`config.mk`:
```
export PLATFORM = sky130hd
export DESIGN_NAME = pipelined_adder
export DESIGN_NICKNAME = d
export VERILOG_FILES = /design/src/rtl/pipelined_adder.sv
export SDC_FILE = /design/constraint.sdc
export NUM_CORES = 1
export LEC_CHECK = 0
export ABC_AREA = 0
export CORE_MARGIN = 2
export CORE_UTILIZATION = 47
export CTS_BUF_LIST = sky130_fd_sc_hd__clkbuf_8
export DETAILED_ROUTE_END_ITERATION = 10
export GPL_ROUTABILITY_DRIVEN = 0
export GPL_TIMING_DRIVEN = 0
export PLACE_DENSITY_LB_ADDON = 0.25
export RECOVER_POWER = 50
export SYNTH_ARGS = -nofsm -noshare
export SYNTH_HDL_FRONTEND = slang
export SYNTH_SLANG_ARGS = --single-unit
```
`constraint.sdc`:
```
create_clock -name clk -period 1.73 [get_ports clk]
set_input_delay 0.4325 -clock clk [delete_from_list [all_inputs] [get_ports clk]]
set_output_delay 0.4325 -clock clk [all_outputs]
set_load 0.01 [all_outputs]
```
`src/rtl/pipelined_adder.sv`:
```
// pipelined_adder: WIDTH-bit adder with carry in/out. The carry chain is cut
// into STAGES equal chunks with a register after each chunk. Valid/ready
// handshake on both sides, with one global stall for the whole pipeline.
// Optional feature macro: PIPELINED_ADDER_OVERFLOW_EN adds a registered
// signed-overflow output that follows the same valid and stall rules as sum.
module pipelined_adder #(
    parameter int WIDTH  = 16,
    parameter int STAGES = 4
) (
    input  logic             clk,
    input  logic             rst,
    input  logic             in_valid,
    output logic             in_ready,
    input  logic [WIDTH-1:0] a,
    input  logic [WIDTH-1:0] b,
    input  logic             carry_in,
    output logic             out_valid,
    input  logic             out_ready,
    output logic [WIDTH-1:0] sum,
    output logic             carry_out
`ifdef PIPELINED_ADDER_OVERFLOW_EN
    ,
    output logic             overflow
`endif
);

    localparam int CW = (STAGES > 0) ? (WIDTH / STAGES) : 1;

    if (WIDTH < 1 || STAGES < 1 || STAGES > WIDTH || (WIDTH % CW) != 0 || (CW * STAGES) != WIDTH) begin : g_bad_cfg
        $error("pipelined_adder: WIDTH must be a multiple of STAGES and 1 <= STAGES <= WIDTH");
    end

    // The whole pipeline moves together; only a full, unconsumed output stalls it.
    logic adv;
    assign adv      = !out_valid || out_ready;
    assign in_ready = adv;

    for (genvar k = 0; k < STAGES; k++) begin : g_stage
        localparam int DONE = k * CW;        // low bits already summed before this stage
        localparam int LEFT = WIDTH - DONE;  // operand bits still to be added on entry

        logic                 vld_d;
        logic                 cin_d;
        logic [LEFT-1:0]      opa;
        logic [LEFT-1:0]      opb;
        logic [DONE+CW-1:0]   sum_d;
        logic [CW:0]          part;

        logic                 vld_q;
        logic                 carry_q;
        logic [DONE+CW-1:0]   sum_q;

        if (k == 0) begin : g_head
            assign vld_d = in_valid;
            assign cin_d = carry_in;
            assign opa   = a;
            assign opb   = b;
            assign sum_d = part[CW-1:0];
        end else begin : g_link
            assign vld_d = g_stage[k-1].vld_q;
            assign cin_d = g_stage[k-1].carry_q;
            assign opa   = g_stage[k-1].g_keep.rem_a;
            assign opb   = g_stage[k-1].g_keep.rem_b;
            assign sum_d = {part[CW-1:0], g_stage[k-1].sum_q};
        end

        // Lowest not-yet-added chunk of each operand plus the incoming carry.
        assign part = {1'b0, opa[CW-1:0]} + {1'b0, opb[CW-1:0]} + {{CW{1'b0}}, cin_d};

        // Stage register: valid bit, finished sum bits and chunk carry-out.
        always_ff @(posedge clk) begin
            if (rst) begin
                vld_q   <= 1'b0;
                carry_q <= 1'b0;
                sum_q   <= '0;
            end else if (adv) begin
                vld_q   <= vld_d;
                carry_q <= part[CW];
                sum_q   <= sum_d;
            end
        end

        if (LEFT > CW) begin : g_keep
            logic [LEFT-CW-1:0] rem_a;
            logic [LEFT-CW-1:0] rem_b;

            // Carry the still-unadded upper chunks forward to later stages.
            always_ff @(posedge clk) begin
                if (rst) begin
                    rem_a <= '0;
                    rem_b <= '0;
                end else if (adv) begin
                    rem_a <= opa[LEFT-1:CW];
                    rem_b <= opb[LEFT-1:CW];
                end
            end
        end

`ifdef PIPELINED_ADDER_OVERFLOW_EN
        if (k == STAGES - 1) begin : g_ovf
            logic msb_cin;
            logic ovf_q;

            // Carry into the MSB is recovered from the MSB sum bit and its operand bits.
            assign msb_cin = part[CW-1] ^ opa[CW-1] ^ opb[CW-1];

            // Signed overflow registered in step with the final sum chunk.
            always_ff @(posedge clk) begin
                if (rst) begin
                    ovf_q <= 1'b0;
                end else if (adv) begin
                    ovf_q <= msb_cin ^ part[CW];
                end
            end
        end
`endif
    end

    assign out_valid = g_stage[STAGES-1].vld_q;
    assign sum       = g_stage[STAGES-1].sum_q;
    assign carry_out = g_stage[STAGES-1].carry_q;
`ifdef PIPELINED_ADDER_OVERFLOW_EN
    assign overflow  = g_stage[STAGES-1].g_ovf.ovf_q;
`endif

endmodule
```
=== Word-level counts from Yosys, hierarchy flattened ===
Cells that the tools add are included.

* Register bits: 96
* Bits in latches: 0
* Memory bits (writable): 0
* Memory bits (read-only): 0
* Bits of input ports: 37
* Output and inout port bits: 19
* Memories kept: 0

* Add/subtract/negate cells: 8
* Multiply operators: 0
* Div/mod/pow operators: 0
* Order comparisons: 0
* Eq/ne operators: 0
* Shift operators: 0
* Multiplexer cells: 0
* Bitwise gates (word level): 0
* Reduce and logical (&&, ||, !) cells: 2

{| class="wikitable"
|+ Operators with widths
! kind !! number
|-
| 4-bit by 4-bit adder with 5-bit output || 4
|-
| 5-bit by 1-bit adder with 5-bit output || 4
|-
| 1-bit logical NOT || 1
|-
| 1-bit logical OR || 1
|}

=== Depth between registers and ports, before layout ===
Gate-level depths: netlist of run 1.

* Depth in word-level cells: 2
* Gate-level depth with buffers: 7
* Gate-level depth less buffers: 6

=== Worst setup path after synthesis of run 1 ===
Ideal clock, no wire load.

* Path kind: reg-to-reg
* From: register g_stage[2].carry_q
* To: register g_stage[3].carry_q, in the netlist carry_out
* Library setup time: 122 ps
* Data arrival time: 1609 ps
* Slack: -1 ps
* Stages on the path, launching flop included: 6
* Path buffers: 0
* Period minus slack after synthesis: 1731 ps
* Cells stage by stage: dfxtp_1 > fa_1 > fa_1 > a21o_1 > a211oi_1 > nor3_1

* Word-level cells in the longest chain between the ends: 1

{| class="wikitable"
|+ Ends and longest elaborated chain
! element !! line !! text
|-
| start: declaration || 50 || <nowiki>logic carry_q;</nowiki>
|-
| start signal: assignment || 78 || <nowiki>carry_q <= part[CW];</nowiki>
|-
| 5-bit by 1-bit adder with 5-bit output || 68 || <nowiki>assign part = {1'b0, opa[CW-1:0]} + {1'b0, opb[CW-1:0]} + {{CW{1'b0}}, cin_d};</nowiki>
|-
| end signal: assignment || 78 ||
|-
| end: declaration || 50 ||
|}

No other way between the ends.
A chain may end at the register's enable or synchronous reset.

=== Worst setup path in the final report of run 1 ===
* From: register g_stage[2].g_keep.rem_b[0]
* To: register g_stage[3].carry_q, in the netlist carry_out

* Word-level cells in the longest chain between the ends: 2

{| class="wikitable"
|+ Ends and longest elaborated chain
! element !! line !! text
|-
| start: declaration || 85 || <nowiki>logic [LEFT-CW-1:0] rem_b;</nowiki>
|-
| start signal: assignment || 94 || <nowiki>rem_b <= opb[LEFT-1:CW];</nowiki>
|-
| 4-bit by 4-bit adder with 5-bit output || 68 ||
|-
| 5-bit by 1-bit adder with 5-bit output || 68 ||
|}

No other way between the ends.

==> key figures, run 1 <==
STA
  • Ratio of final minimum period to clock period: 97.5%
  • Post-layout minimum cycle time: 1.69 ns
  • Setup violations, final: 0
  • Normalized max-slew margin: a little under three fifths
  • Hold Fails Final Rpt: 0
  • Setup TNS: 0 ns
  • Fmax: about 0.59 GHz
  • Worst-Margin Slew: between 0.6 and 0.7 ns
  • Final Max Tran Viols: 0
  • Unrepaired setup endpoints after global routing: no
  • Clk_skew: between 0.008 and 0.009 ns

Floorplan
  • I/O Pins: 56
  • Die area: slightly below 10000 µm²
  • Die W: 98.7 µm
  • Core area: approximately 8700 µm²
  • Standard-cell rows: 34
  • Die H: 98.7 µm
  • Initial Util: between 40% and 50%

Finish
  • Final nets: about 590
  • Non-Filler Instances: approximately 650
  • Area grow syn2layout: 21.4%
  • Storage cell area: around 1900 µm²
  • Most frequent cells in the layout: nand2_1 (135), dfxtp_1 (94), a21oi_1 (58)
  • Most common cell after layout, fill and taps aside: nand2_1
  • Area of the multi-input gates: 1980 µm²
  • Share of cells above drive strength 1: 22.0%
  • Fillers: roughly 800
  • Ant diodes: 0

Global routing
  • Pin count of the biggest net entering global routing: 17
  • Total gr overflow: 0
  • Global-route wire length before repair: 14500 µm
  • Initial antenna violation count: 0
  • Number of global-route vias before repair: between 3000 and 4000
  • Total global-route track usage: 18.8%

Route
  • Drt wl/cell: 13.8 µm
  • Via count: 3278
  • Post-DRT Antenna Nets: 0
  • Vias per cell: 5.06
  • Total Wirelength: 8960 µm
  • Initial DRC Count: ~110
  • DRC Markers: 0
  • First-pass DRT Iterations: 4

Pwr
  • Power share of the combinational group: between 10 and 15%
  • Sequential share of power: between 50% and 60%
  • Lkg Pwr: 2.00 nW
  • Peak supply drop: around 0.48 mV
  • Clock power share: roughly 34%
  • Sw power: 1.09 mW
  • Net Sw Frac: approximately a quarter
  • Total power: ~4.4 mW
  • P_int: approximately 3.3 mW
  • Pwr Density: ~850 nW/µm²

Worst setup path
  • Reg2Reg Depth: 5
  • Worst-path fanout max: 2
  • R2r startpoint: g_stage[2].g_keep.rem_b[0]$_SDFFE_PP0P_
  • WS Path Type: reg2reg
  • Reg2reg end: carry_out$_SDFFE_PP0P_
  • CP Launch Type: flip-flop
  • CP Data Arrival Time: roughly 1.9 ns
  • Worst setup EP type: flip-flop
  • Worst Setup SP: g_stage[2].g_keep.rem_b[0]$_SDFFE_PP0P_
  • Flop2flop setup slack: between 0.04 and 0.05 ns
  • CP Data Required Time: 1.97 ns

Hold path
  • Hold endpoint: sum[4]$_SDFFE_PP0P_
  • Hold path depth: 2
  • HP Class: reg2reg
  • Hold path startpoint: sum[4]$_SDFFE_PP0P_

Clock network
  • CTS tree: yes
  • Clock tree buffer depth: 2
  • Clk root buf: clkbuf_8
  • Total CTS buffers: 9
  • Clock Pin Slew Worst Setup and Hold Paths: ~0.090 ns
  • Worst-Skew Late Latency: between 0.3 and 0.4 ns
  • Clk sinks: between 90 and 100
  • H-tree levels: 3

Place
  • Post-DP HPWL: 6670 µm
  • IO Port Bufs: 55
  • DP Cell Count: between 600 and 700

Synthesis
  • Unique cell type count in the Yosys netlist: 31
  • Syn nets: ~530
  • Synth Warn #: 0
  • Avg Inst Size Synth: roughly 9.0 µm²
  • Post-synthesis cell count: approximately 470
  • #FFs+latches synth: 96
  • Syn Std Cell Area: approximately 4200 µm²
  • Register area share after synthesis: 45.6%

Flow run
  • Max-cap violations: 0

Run status
  • Outcome: finished, final reports clean
==> cell type report <==
type	instances	share of cell area [%]
Multi-Input combinational cell	329	38.7
Clock inverter	5	1.15
Timing Repair Buffer	57	11.0
Buffer	31	5.08
Tap cell	108	2.64
Clock buffer	10	2.69
Sequential cell	96	37.6
Inverter	12	1.12
==> critical path: stages, from the launching register on <==
cell	delay [ns]
dfxtp_2	0.34
fa_2	0.40
fa_2	0.35
a21o_1	0.19
a211oi_2	0.22
nor3_1	0.07
==> sequential cells by signal, summed over array words and instances (netlist names) <==
register              count
g_stage.g_keep.rem_a     24
sum                      16
g_stage.g_keep.rem_b     24
g_stage.sum_q            24
carry_out                 1
g_stage.carry_q           3
out_valid                 1
g_stage.vld_q             3
==> worst max-delay path by stage <==
stage | slack (ns) | to
detailed placement | -0.64 | in_ready
global route | 0.001 | sum[2]
CTS | 0.01 | sum[15]
finish | 0.04 | carry_out$_SDFFE_PP0P_
global placement | -0.63 | in_ready
floorplan | 0.05 | carry_out$_SDFFE_PP0P_
==> synthesized netlist by cell type <==
| cell | n | area, µm² |
|---|---|---|
| fa_1 | 8 | 160 |
| or3_1 | 3 | 18.8 |
| a21o_1 | 4 | 30.0 |
| o211ai_1 | 3 | 22.5 |
| nand2_1 | 135 | 507 |
| buf_2 | 12 | 60.1 |
| nor2b_1 | 3 | 18.8 |
| inv_1 | 11 | 41.3 |
| nand3b_1 | 6 | 45.0 |
| o21ai_0 | 3 | 15.0 |
| clkbuf_1 | 4 | 15.0 |
| nand2_2 | 30 | 188 |
| buf_12 | 4 | 80.1 |
| nor2_1 | 13 | 48.8 |
| ha_1 | 12 | 150 |
| a211oi_1 | 6 | 45.0 |
| xnor2_1 | 4 | 35.0 |
| dfxtp_1 | 96 | 1920 |
| a21oi_2 | 30 | 263 |
| nand2b_1 | 3 | 18.8 |
| buf_6 | 8 | 90.1 |
| a221oi_2 | 1 | 15.0 |
| buf_8 | 1 | 15.0 |
| a21oi_1 | 56 | 280 |
| o211ai_2 | 1 | 12.5 |
| nor3_1 | 1 | 5.00 |
| inv_6 | 1 | 8.76 |
| buf_4 | 3 | 22.5 |
| nor2b_4 | 1 | 13.8 |
| a211oi_2 | 2 | 25.0 |
| a2111o_1 | 4 | 45.0 |
==> stage by stage <==
step | util, % | hold slack, ns | worst slack (ns) | cell area, µm²
after detailed placement | 56.2 | 0.444 | -0.641 | 4900
after CTS | 58.8 | 0.457 | 0.0101 | 5130
after global routing | 58.7 | 0.469 | 0.00136 | 5120
final | 58.7 | 0.453 | 0.0436 | 5120
after global placement | 56.2 | 0.438 | -0.634 | 4900
after floorplan | - | 0.432 | 0.0468 | 4220
==> power groups by stage <==
stage | clock (mW) | combinational [mW] | sequential, mW
floorplan | 0 | 0.298 | 2.44
global placement | 0 | 0.478 | 2.45
detailed placement | 0 | 0.491 | 2.46
CTS | 1.50 | 0.497 | 2.41
global route | 1.58 | 0.545 | 2.42
finish | 1.47 | 0.492 | 2.41
==> kinds of logic (layout without fill, tap and decap cells) <==
group	after synthesis	in the layout	synth area share [%]
xor+xnor	4	4	0.831
buf+inv	44	115	7.89
fa+ha+maj	20	20	7.36
compound gates	110	110	17.9
simple gates	195	195	20.5
flops	96	96	45.6
==> metal layers <==
metal	GRT usage [%]	vias up	wire [µm]	share of wire, %
li1	-	1667	-	-
met1	24.7	1548	4190	47
met2	31.3	50	4340	48
met3	2.77	13	252	2.8
met4	7.38	0	182	2.0
met5	0	-	0	0
==> what timing repair did <==
| action | CTS | global route |
|---|---|---|
| setup endpoints to repair | 4 | 8 |
| resized for setup | 16 | 9 |
| hold buffers | 0 | 0 |
| pin swaps | 3 | 5 |
| buffers inserted | 2 | 0 |
No activity file was read; power rests on OpenSTA's default activity.
==> run 2, diff against run 1 <==
Settings changed: ABC_AREA 0 to unset.
Clock period 1.73 ns to 2.05 ns, I/O delays scaled along.
==> run 2 against run 1 <==
Sequential power down 16%; cell count unchanged; combinational power down 18%; via count about the same; utilization down 0.56 points; first-iteration DRC count down 32%; clock skew up 0.0026 ns; power down 17%; die area unchanged; largest cell class unchanged; largest power group unchanged; highest routed layer unchanged.
==> key figures, run 2 (synthesis gave the netlist of run 1 again) <==
Pwr
  • Lkg Pwr: 1.96 nW (was 2.00 nW)
  • P_int: 2.64 mW (was 3.28 mW)
  • Clock power share: 32.8% (was 33.7%)
  • Pwr Density: 714 nW/µm² (was 854 nW/µm²)
  • Net Sw Frac: 27.1% (was 24.9%)
  • Power share of the combinational group: 11.1% (was 11.2%)
  • Sequential share of power: 56.1% (was 55.1%)
  • Total power: 3.62 mW (was 4.37 mW)
  • Sw power: 0.980 mW (was 1.09 mW)
  • Peak supply drop: 0.381 mV (was 0.485 mV)

Clock network
  • Hold Buf Count CTS: 0 (unchanged)
  • Clk sinks: 96 (unchanged)
  • Total CTS buffers: 9 (unchanged)
  • Worst-Skew Late Latency: 0.37 ns (was 0.36 ns)
  • Clock Pin Slew Worst Setup and Hold Paths: 0.10 ns (was 0.09 ns)
  • H-tree levels: 3 (unchanged)
  • Clk root buf: clkbuf_8 (unchanged)
  • CTS tree: yes (unchanged)
  • Clock tree buffer depth: 2 (unchanged)

Place
  • Placed Area: 4900 µm² (about the same)
  • DP Cell Count: 632 (unchanged)
  • IO Port Bufs: 55 (unchanged)
  • Post-DP HPWL: 6740 µm (was 6670 µm)

Finish
  • Storage cell area: 1920 µm² (about the same)
  • Area of the multi-input gates: 1940 µm² (was 1980 µm²)
  • Ant diodes: 0 (unchanged)
  • Final nets: 592 (was 593)
  • Largest registers: g_stage.g_keep.rem_a: 24 flops, g_stage.g_keep.rem_b: 24 flops, g_stage.sum_q: 24 flops (unchanged)
  • Design Area, Final: 5070 µm² (was 5120 µm²)
  • Most frequent cells in the layout: nand2_1 (135), dfxtp_1 (96), a21oi_1 (60) (was nand2_1 (135), dfxtp_1 (94), a21oi_1 (58))
  • Fillers: 784 (was 801)
  • Area grow syn2layout: 20.2% (was 21.4%)
  • Non-Filler Instances: 648 (unchanged)
  • Share of cells above drive strength 1: 19.3% (was 22.0%)
  • Most common cell after layout, fill and taps aside: nand2_1 (unchanged)

Floorplan
  • Core area: 8720 µm² (unchanged)
  • Die H: 98.7 µm (unchanged)
  • Die area: 9740 µm² (unchanged)
  • Standard-cell rows: 34 (unchanged)
  • I/O Pins: 56 (unchanged)
  • Initial Util: 48.4% (unchanged)
  • Die W: 98.7 µm (unchanged)

STA
  • Final Max Tran Viols: 0 (unchanged)
  • Clk_skew: 0.0107 ns (was 0.00813 ns)
  • Worst-Margin Slew: 0.729 ns (was 0.644 ns)
  • Setup violations, final: 0 (unchanged)
  • Fmax: 0.529 GHz
  • Setup TNS: 0 ns (unchanged)
  • Normalized max-slew margin: 51.4% (was 57.1%)
  • Ratio of final minimum period to clock period: 92.2%
  • WHS: 0.455 ns (was 0.453 ns)
  • Post-layout minimum cycle time: 1.89 ns
  • Hold Fails Final Rpt: 0 (unchanged)
  • Unrepaired setup endpoints after global routing: no (unchanged)

Route
  • Via count: 3276 (was 3278)
  • Drt wl/cell: 13.7 µm (was 13.8 µm)
  • Initial DRC Count: 73 (was 107)
  • Met2 WL: 4220 µm (was 4340 µm)
  • Vias per cell: 5.06 (about the same)
  • Post-DRT Antenna Nets: 0 (unchanged)
  • Met1 Wirelength: 4110 µm (was 4190 µm)
  • Met3 routed WL: 339 µm (was 252 µm)
  • Max layer used: met4 (unchanged)
  • DRC Markers: 0 (unchanged)
  • First-pass DRT Iterations: 4 (unchanged)
  • Total Wirelength: 8850 µm (was 8960 µm)

Global routing
  • Initial antenna violation count: 0 (unchanged)
  • Total gr overflow: 0 (unchanged)
  • Global-route wire length before repair: 14700 µm (was 14500 µm)
  • Pin count of the biggest net entering global routing: 19 (was 17)
  • Number of global-route vias before repair: 3085 (unchanged)
  • Total global-route track usage: 18.9% (was 18.8%)

Worst setup path
  • Worst setup EP type: flip-flop (unchanged)
  • CP Data Required Time: 2.28 ns (was 1.97 ns)
  • CP Data Arrival Time: 2.12 ns (was 1.92 ns)
  • WS Path Type: in2reg (was reg2reg)
  • CP Launch Type: input port (was flip-flop)
  • Reg2Reg Depth: 5 (unchanged)
  • Worst-path fanout max: 10 (was 2)

Hold path
  • HP Class: reg2reg (unchanged)
  • Hold path depth: 2 (unchanged)

Flow run
  • Max-cap violations: 0 (unchanged)

Run status
  • Outcome: finished, final reports clean (unchanged)
[run 2: changes by cell type in the layout (fill, tap and decap cells not counted), moves of 3 or more]
| cell | change |
|---|---|
| clkdlybuf4s50_1 | +6 |
| clkdlybuf4s25_1 | -3 |
| fa_1 | +6 |
| fa_2 | -6 |
| inv_6 | +3 |
[run 2: worst max-delay path: stages]
cell	delay [ns]
dlygate4sd3_1	0.66
clkbuf_2	0.26
clkbuf_1	0.58
nor2_1	0.10
[run 2: what timing repair did]
item | 4_1_cts | 5_1_grt
buffers inserted | 1 | 0
endpoints found under the setup margin | 1 | 1
resized for setup | 6 | 1
gates cloned | 0 | 0
[run 2: power by group through the flow]
stage               Sequential (mW)  Combinational [mW]  Clock, mW
CTS                            2.03               0.413       1.21
detailed placement             2.08               0.412          0
floorplan                      2.06               0.252          0
global route                   2.04               0.451       1.29
global placement               2.07               0.403          0
finish                         2.03               0.403       1.19
[run 2: worst paths after layout]
path,start,endpoint,slack [ns]
max,rst,out_valid$_SDFFE_PP0P_,0.16
min reg2reg,g_stage[1].g_keep.rem_b[7]$_SDFFE_PP0P_,g_stage[1].g_keep.rem_b[7]$_SDFFE_PP0P_,0.45
max reg2reg,g_stage[2].carry_q$_SDFFE_PP0P_,carry_out$_SDFFE_PP0P_,0.16
min,g_stage[1].g_keep.rem_b[7]$_SDFFE_PP0P_,g_stage[1].g_keep.rem_b[7]$_SDFFE_PP0P_,0.45
[run 2: cell type report]
type,instances,area share (%)
well taps,108,2.67
flip-flops and latches,96,37.9
clock buffers,9,2.44
plain buffers,31,5.36
clock inverters,7,1.21
multi-input cells,329,38.2
repair buffers,56,11.1
inverters,12,1.14
[run 2: stage by stage]
step           setup slack [ns]  util (%)
2_1_floorplan             0.319         -
3_3_place_gp             -0.484      56.2
3_5_place_dp             -0.488      56.2
4_1_cts                 0.00782      58.4
5_1_grt                  0.0818      58.1
6_report                  0.159      58.1
[run 2: routing by layer]
| layer | up-vias | track usage [%] |
|---|---|---|
| met5 | - | 0 |
| met2 | 65 | 31.3 |
| met3 | 17 | 3.40 |
| met1 | 1524 | 24.6 |
| li1 | 1670 | - |
| met4 | 0 | 7.59 |
==> run 3, diff against run 2 <==
Settings changed: ABC_CLOCK_PERIOD_IN_PS set to 2050, CORE_UTILIZATION 47 to 40.
==> run 3 against run 2 <==
Power rose by 1.8%; clock skew rose by 0.00078 ns; combinational power rose by 1%; die area rose by 17%; routed wire length rose by 1.1%; largest cell class unchanged.
==> key figures, run 3 (synthesis gave the netlist of run 1 again) <==
Finish
  • Final nets: 591 (was 592)
  • Largest registers: g_stage.g_keep.rem_a: 24 flops, g_stage.g_keep.rem_b: 24 flops, g_stage.sum_q: 24 flops (unchanged)
  • Most common cell after layout, fill and taps aside: nand2_1 (unchanged)
  • Ant diodes: 0 (unchanged)
  • Area grow syn2layout: 21.5% (was 20.2%)
  • Design Area, Final: 5120 µm² (was 5070 µm²)
  • Most frequent cells in the layout: nand2_1 (135), dfxtp_1 (96), a21oi_1 (58) (was nand2_1 (135), dfxtp_1 (96), a21oi_1 (60))
  • Share of cells above drive strength 1: 19.1% (was 19.3%)

STA
  • Setup violations, final: 0 (unchanged)
  • Worst-Margin Slew: 0.760 ns (was 0.729 ns)
  • Ratio of final minimum period to clock period: 95.3% (was 92.2%)
  • WHS: 0.452 ns (was 0.455 ns)
  • Unrepaired setup endpoints after global routing: no (unchanged)
  • Clk_skew: 0.0115 ns (was 0.0107 ns)
  • Final Max Tran Viols: 0 (unchanged)
  • Post-layout minimum cycle time: 1.95 ns (was 1.89 ns)
  • Hold Fails Final Rpt: 0 (unchanged)
  • Fmax: 0.512 GHz (was 0.529 GHz)
  • Normalized max-slew margin: 49.3% (was 51.4%)

Route
  • Total Wirelength: 8940 µm (was 8850 µm)
  • Via count: 3242 (was 3276)
  • Vias per cell: 4.80 (was 5.06)
  • Met1 Wirelength: 4200 µm (was 4110 µm)
  • Met2 WL: 4170 µm (was 4220 µm)
  • Max layer used: met4 (unchanged)
  • Initial DRC Count: 95 (was 73)
  • Met3 routed WL: 379 µm (was 339 µm)
  • DRC Markers: 0 (unchanged)
  • First-pass DRT Iterations: 4 (unchanged)
  • Drt wl/cell: 13.2 µm (was 13.7 µm)
  • Post-DRT Antenna Nets: 0 (unchanged)

Clock network
  • Clock Pin Slew Worst Setup and Hold Paths: 0.10 ns (about the same)
  • Total CTS buffers: 9 (unchanged)
  • Worst-Skew Late Latency: 0.36 ns (was 0.37 ns)
  • Clk root buf: clkbuf_8 (unchanged)
  • Post-CTS Setup Bufs: 0 (was 1)
  • CTS tree: yes (unchanged)
  • Clock tree buffer depth: 2 (unchanged)
  • Clk sinks: 96 (unchanged)
  • Post-CTS sizing: 8 (was 6)
  • H-tree levels: 3 (unchanged)
  • Hold Buf Count CTS: 0 (unchanged)

Global routing
  • Global-route wire length before repair: 15100 µm (was 14700 µm)
  • Total global-route track usage: 16.9% (was 18.9%)
  • Initial antenna violation count: 0 (unchanged)
  • Total gr overflow: 0 (unchanged)
  • Pin count of the biggest net entering global routing: 18 (was 19)
  • Number of global-route vias before repair: 3127 (was 3085)

Worst setup path
  • CP cell instances: dlygate4sd3_1, buf_4, buf_2, clkbuf_1, a21oi_1 (was dlygate4sd3_1, clkbuf_2, clkbuf_1, nor2_1)
  • CP Data Arrival Time: 2.18 ns (was 2.12 ns)
  • Worst-path fanout max: 10 (unchanged)
  • CP Launch Type: input port (unchanged)
  • WS Path Type: in2reg (unchanged)
  • CP Data Required Time: 2.28 ns (about the same)
  • Worst setup EP type: flip-flop (unchanged)
  • Max stage delay on crit path: 0.67 ns (was 0.66 ns)
  • CP max stage cell: dlygate4sd3_1 (unchanged)

Hold path
  • HP Class: reg2reg (unchanged)

Place
  • Post-DP HPWL: 6800 µm (was 6740 µm)
  • IO Port Bufs: 55 (unchanged)
  • Placed Area: 4940 µm² (was 4900 µm²)

Pwr
  • Peak supply drop: 0.319 mV (was 0.381 mV)
  • Power share of the combinational group: 11.1% (about the same)
  • Lkg Pwr: 1.95 nW (was 1.96 nW)
  • P_int: 2.75 mW (was 2.64 mW)
  • Clock power share: 33.9% (was 32.8%)
  • Sequential share of power: 55.1% (was 56.1%)
  • Net Sw Frac: 25.3% (was 27.1%)
  • Pwr Density: 720 nW/µm² (was 714 nW/µm²)
  • Sw power: 0.934 mW (was 0.980 mW)

Flow run
  • Max-cap violations: 0 (unchanged)

Floorplan
  • Die H: 107 µm (was 98.7 µm)
  • Core area: 10300 µm² (was 8720 µm²)
  • Die area: 11400 µm² (was 9740 µm²)
  • Initial Util: 41.0% (was 48.4%)
  • Die W: 107 µm (was 98.7 µm)
  • I/O Pins: 56 (unchanged)
  • Standard-cell rows: 37 (was 34)

Run status
  • Outcome: finished, final reports clean (unchanged)
run 3: cell types whose count changed in the layout (fill, tap and decap cells not counted), sizes merged:
cell,previous run,this run
inv,16,15
dlygate4sd2,0,1
bufinv,0,1
buf,24,23
dlymetal6s2s,1,0
run 3: through the flow:
stage               std cells  util [%]  setup TNS, ns  power (mW)  setup WS, ns
floorplan                 469         -              0        2.31         0.319
global placement          660      48.0          -1.00        2.48        -0.489
detailed placement        660      48.0          -1.26        2.49        -0.494
CTS                       675      50.0              0        3.73         0.188
global route              675      49.8              0        3.89        0.0492
finish                    675      49.8              0        3.69        0.0955
run 3: power by group through the flow:
stage	clock network (mW)	registers, mW	logic (mW)
2_1_floorplan	0	2.06	0.252
3_3_place_gp	0	2.07	0.409
3_5_place_dp	0	2.07	0.416
4_1_cts	1.29	2.03	0.417
5_1_grt	1.38	2.04	0.459
6_report	1.25	2.03	0.408
run 3: area by class of cell:
type | count | area (µm²)
multi-input cells | 329 | 1940
plain buffers | 31 | 277
well taps | 136 | 170
repair buffers | 55 | 551
clock buffers | 9 | 124
clock inverters | 7 | 76.3
flip-flops and latches | 96 | 1920
inverters | 12 | 57.6
fillers | 1040 | 5160
run 3: critical path: cells and delay by family:
family          cells  cell delay, ns
compound gates      1            0.08
buf+inv             4            1.59
run 3: layer usage:
layer / global-route usage [%] / up-vias
li1: - / 1670
met3: 3.16 / 16
met1: 22.2 / 1490
met5: 0 / -
met4: 6.40 / 0
met2: 27.4 / 66
run 3: worst paths after layout:
| kind | depth (start not counted) | from | to | slack [ns] |
|---|---|---|---|---|
| hold reg to reg | 2 | sum[5]$_SDFFE_PP0P_ | sum[5]$_SDFFE_PP0P_ | 0.45 |
| setup / recovery | 5 | rst | sum[1]$_SDFFE_PP0P_ | 0.1 |
| hold / removal | 2 | sum[5]$_SDFFE_PP0P_ | sum[5]$_SDFFE_PP0P_ | 0.45 |
| setup reg to reg | 5 | g_stage[2].carry_q$_SDFFE_PP0P_ | carry_out$_SDFFE_PP0P_ | 0.19 |
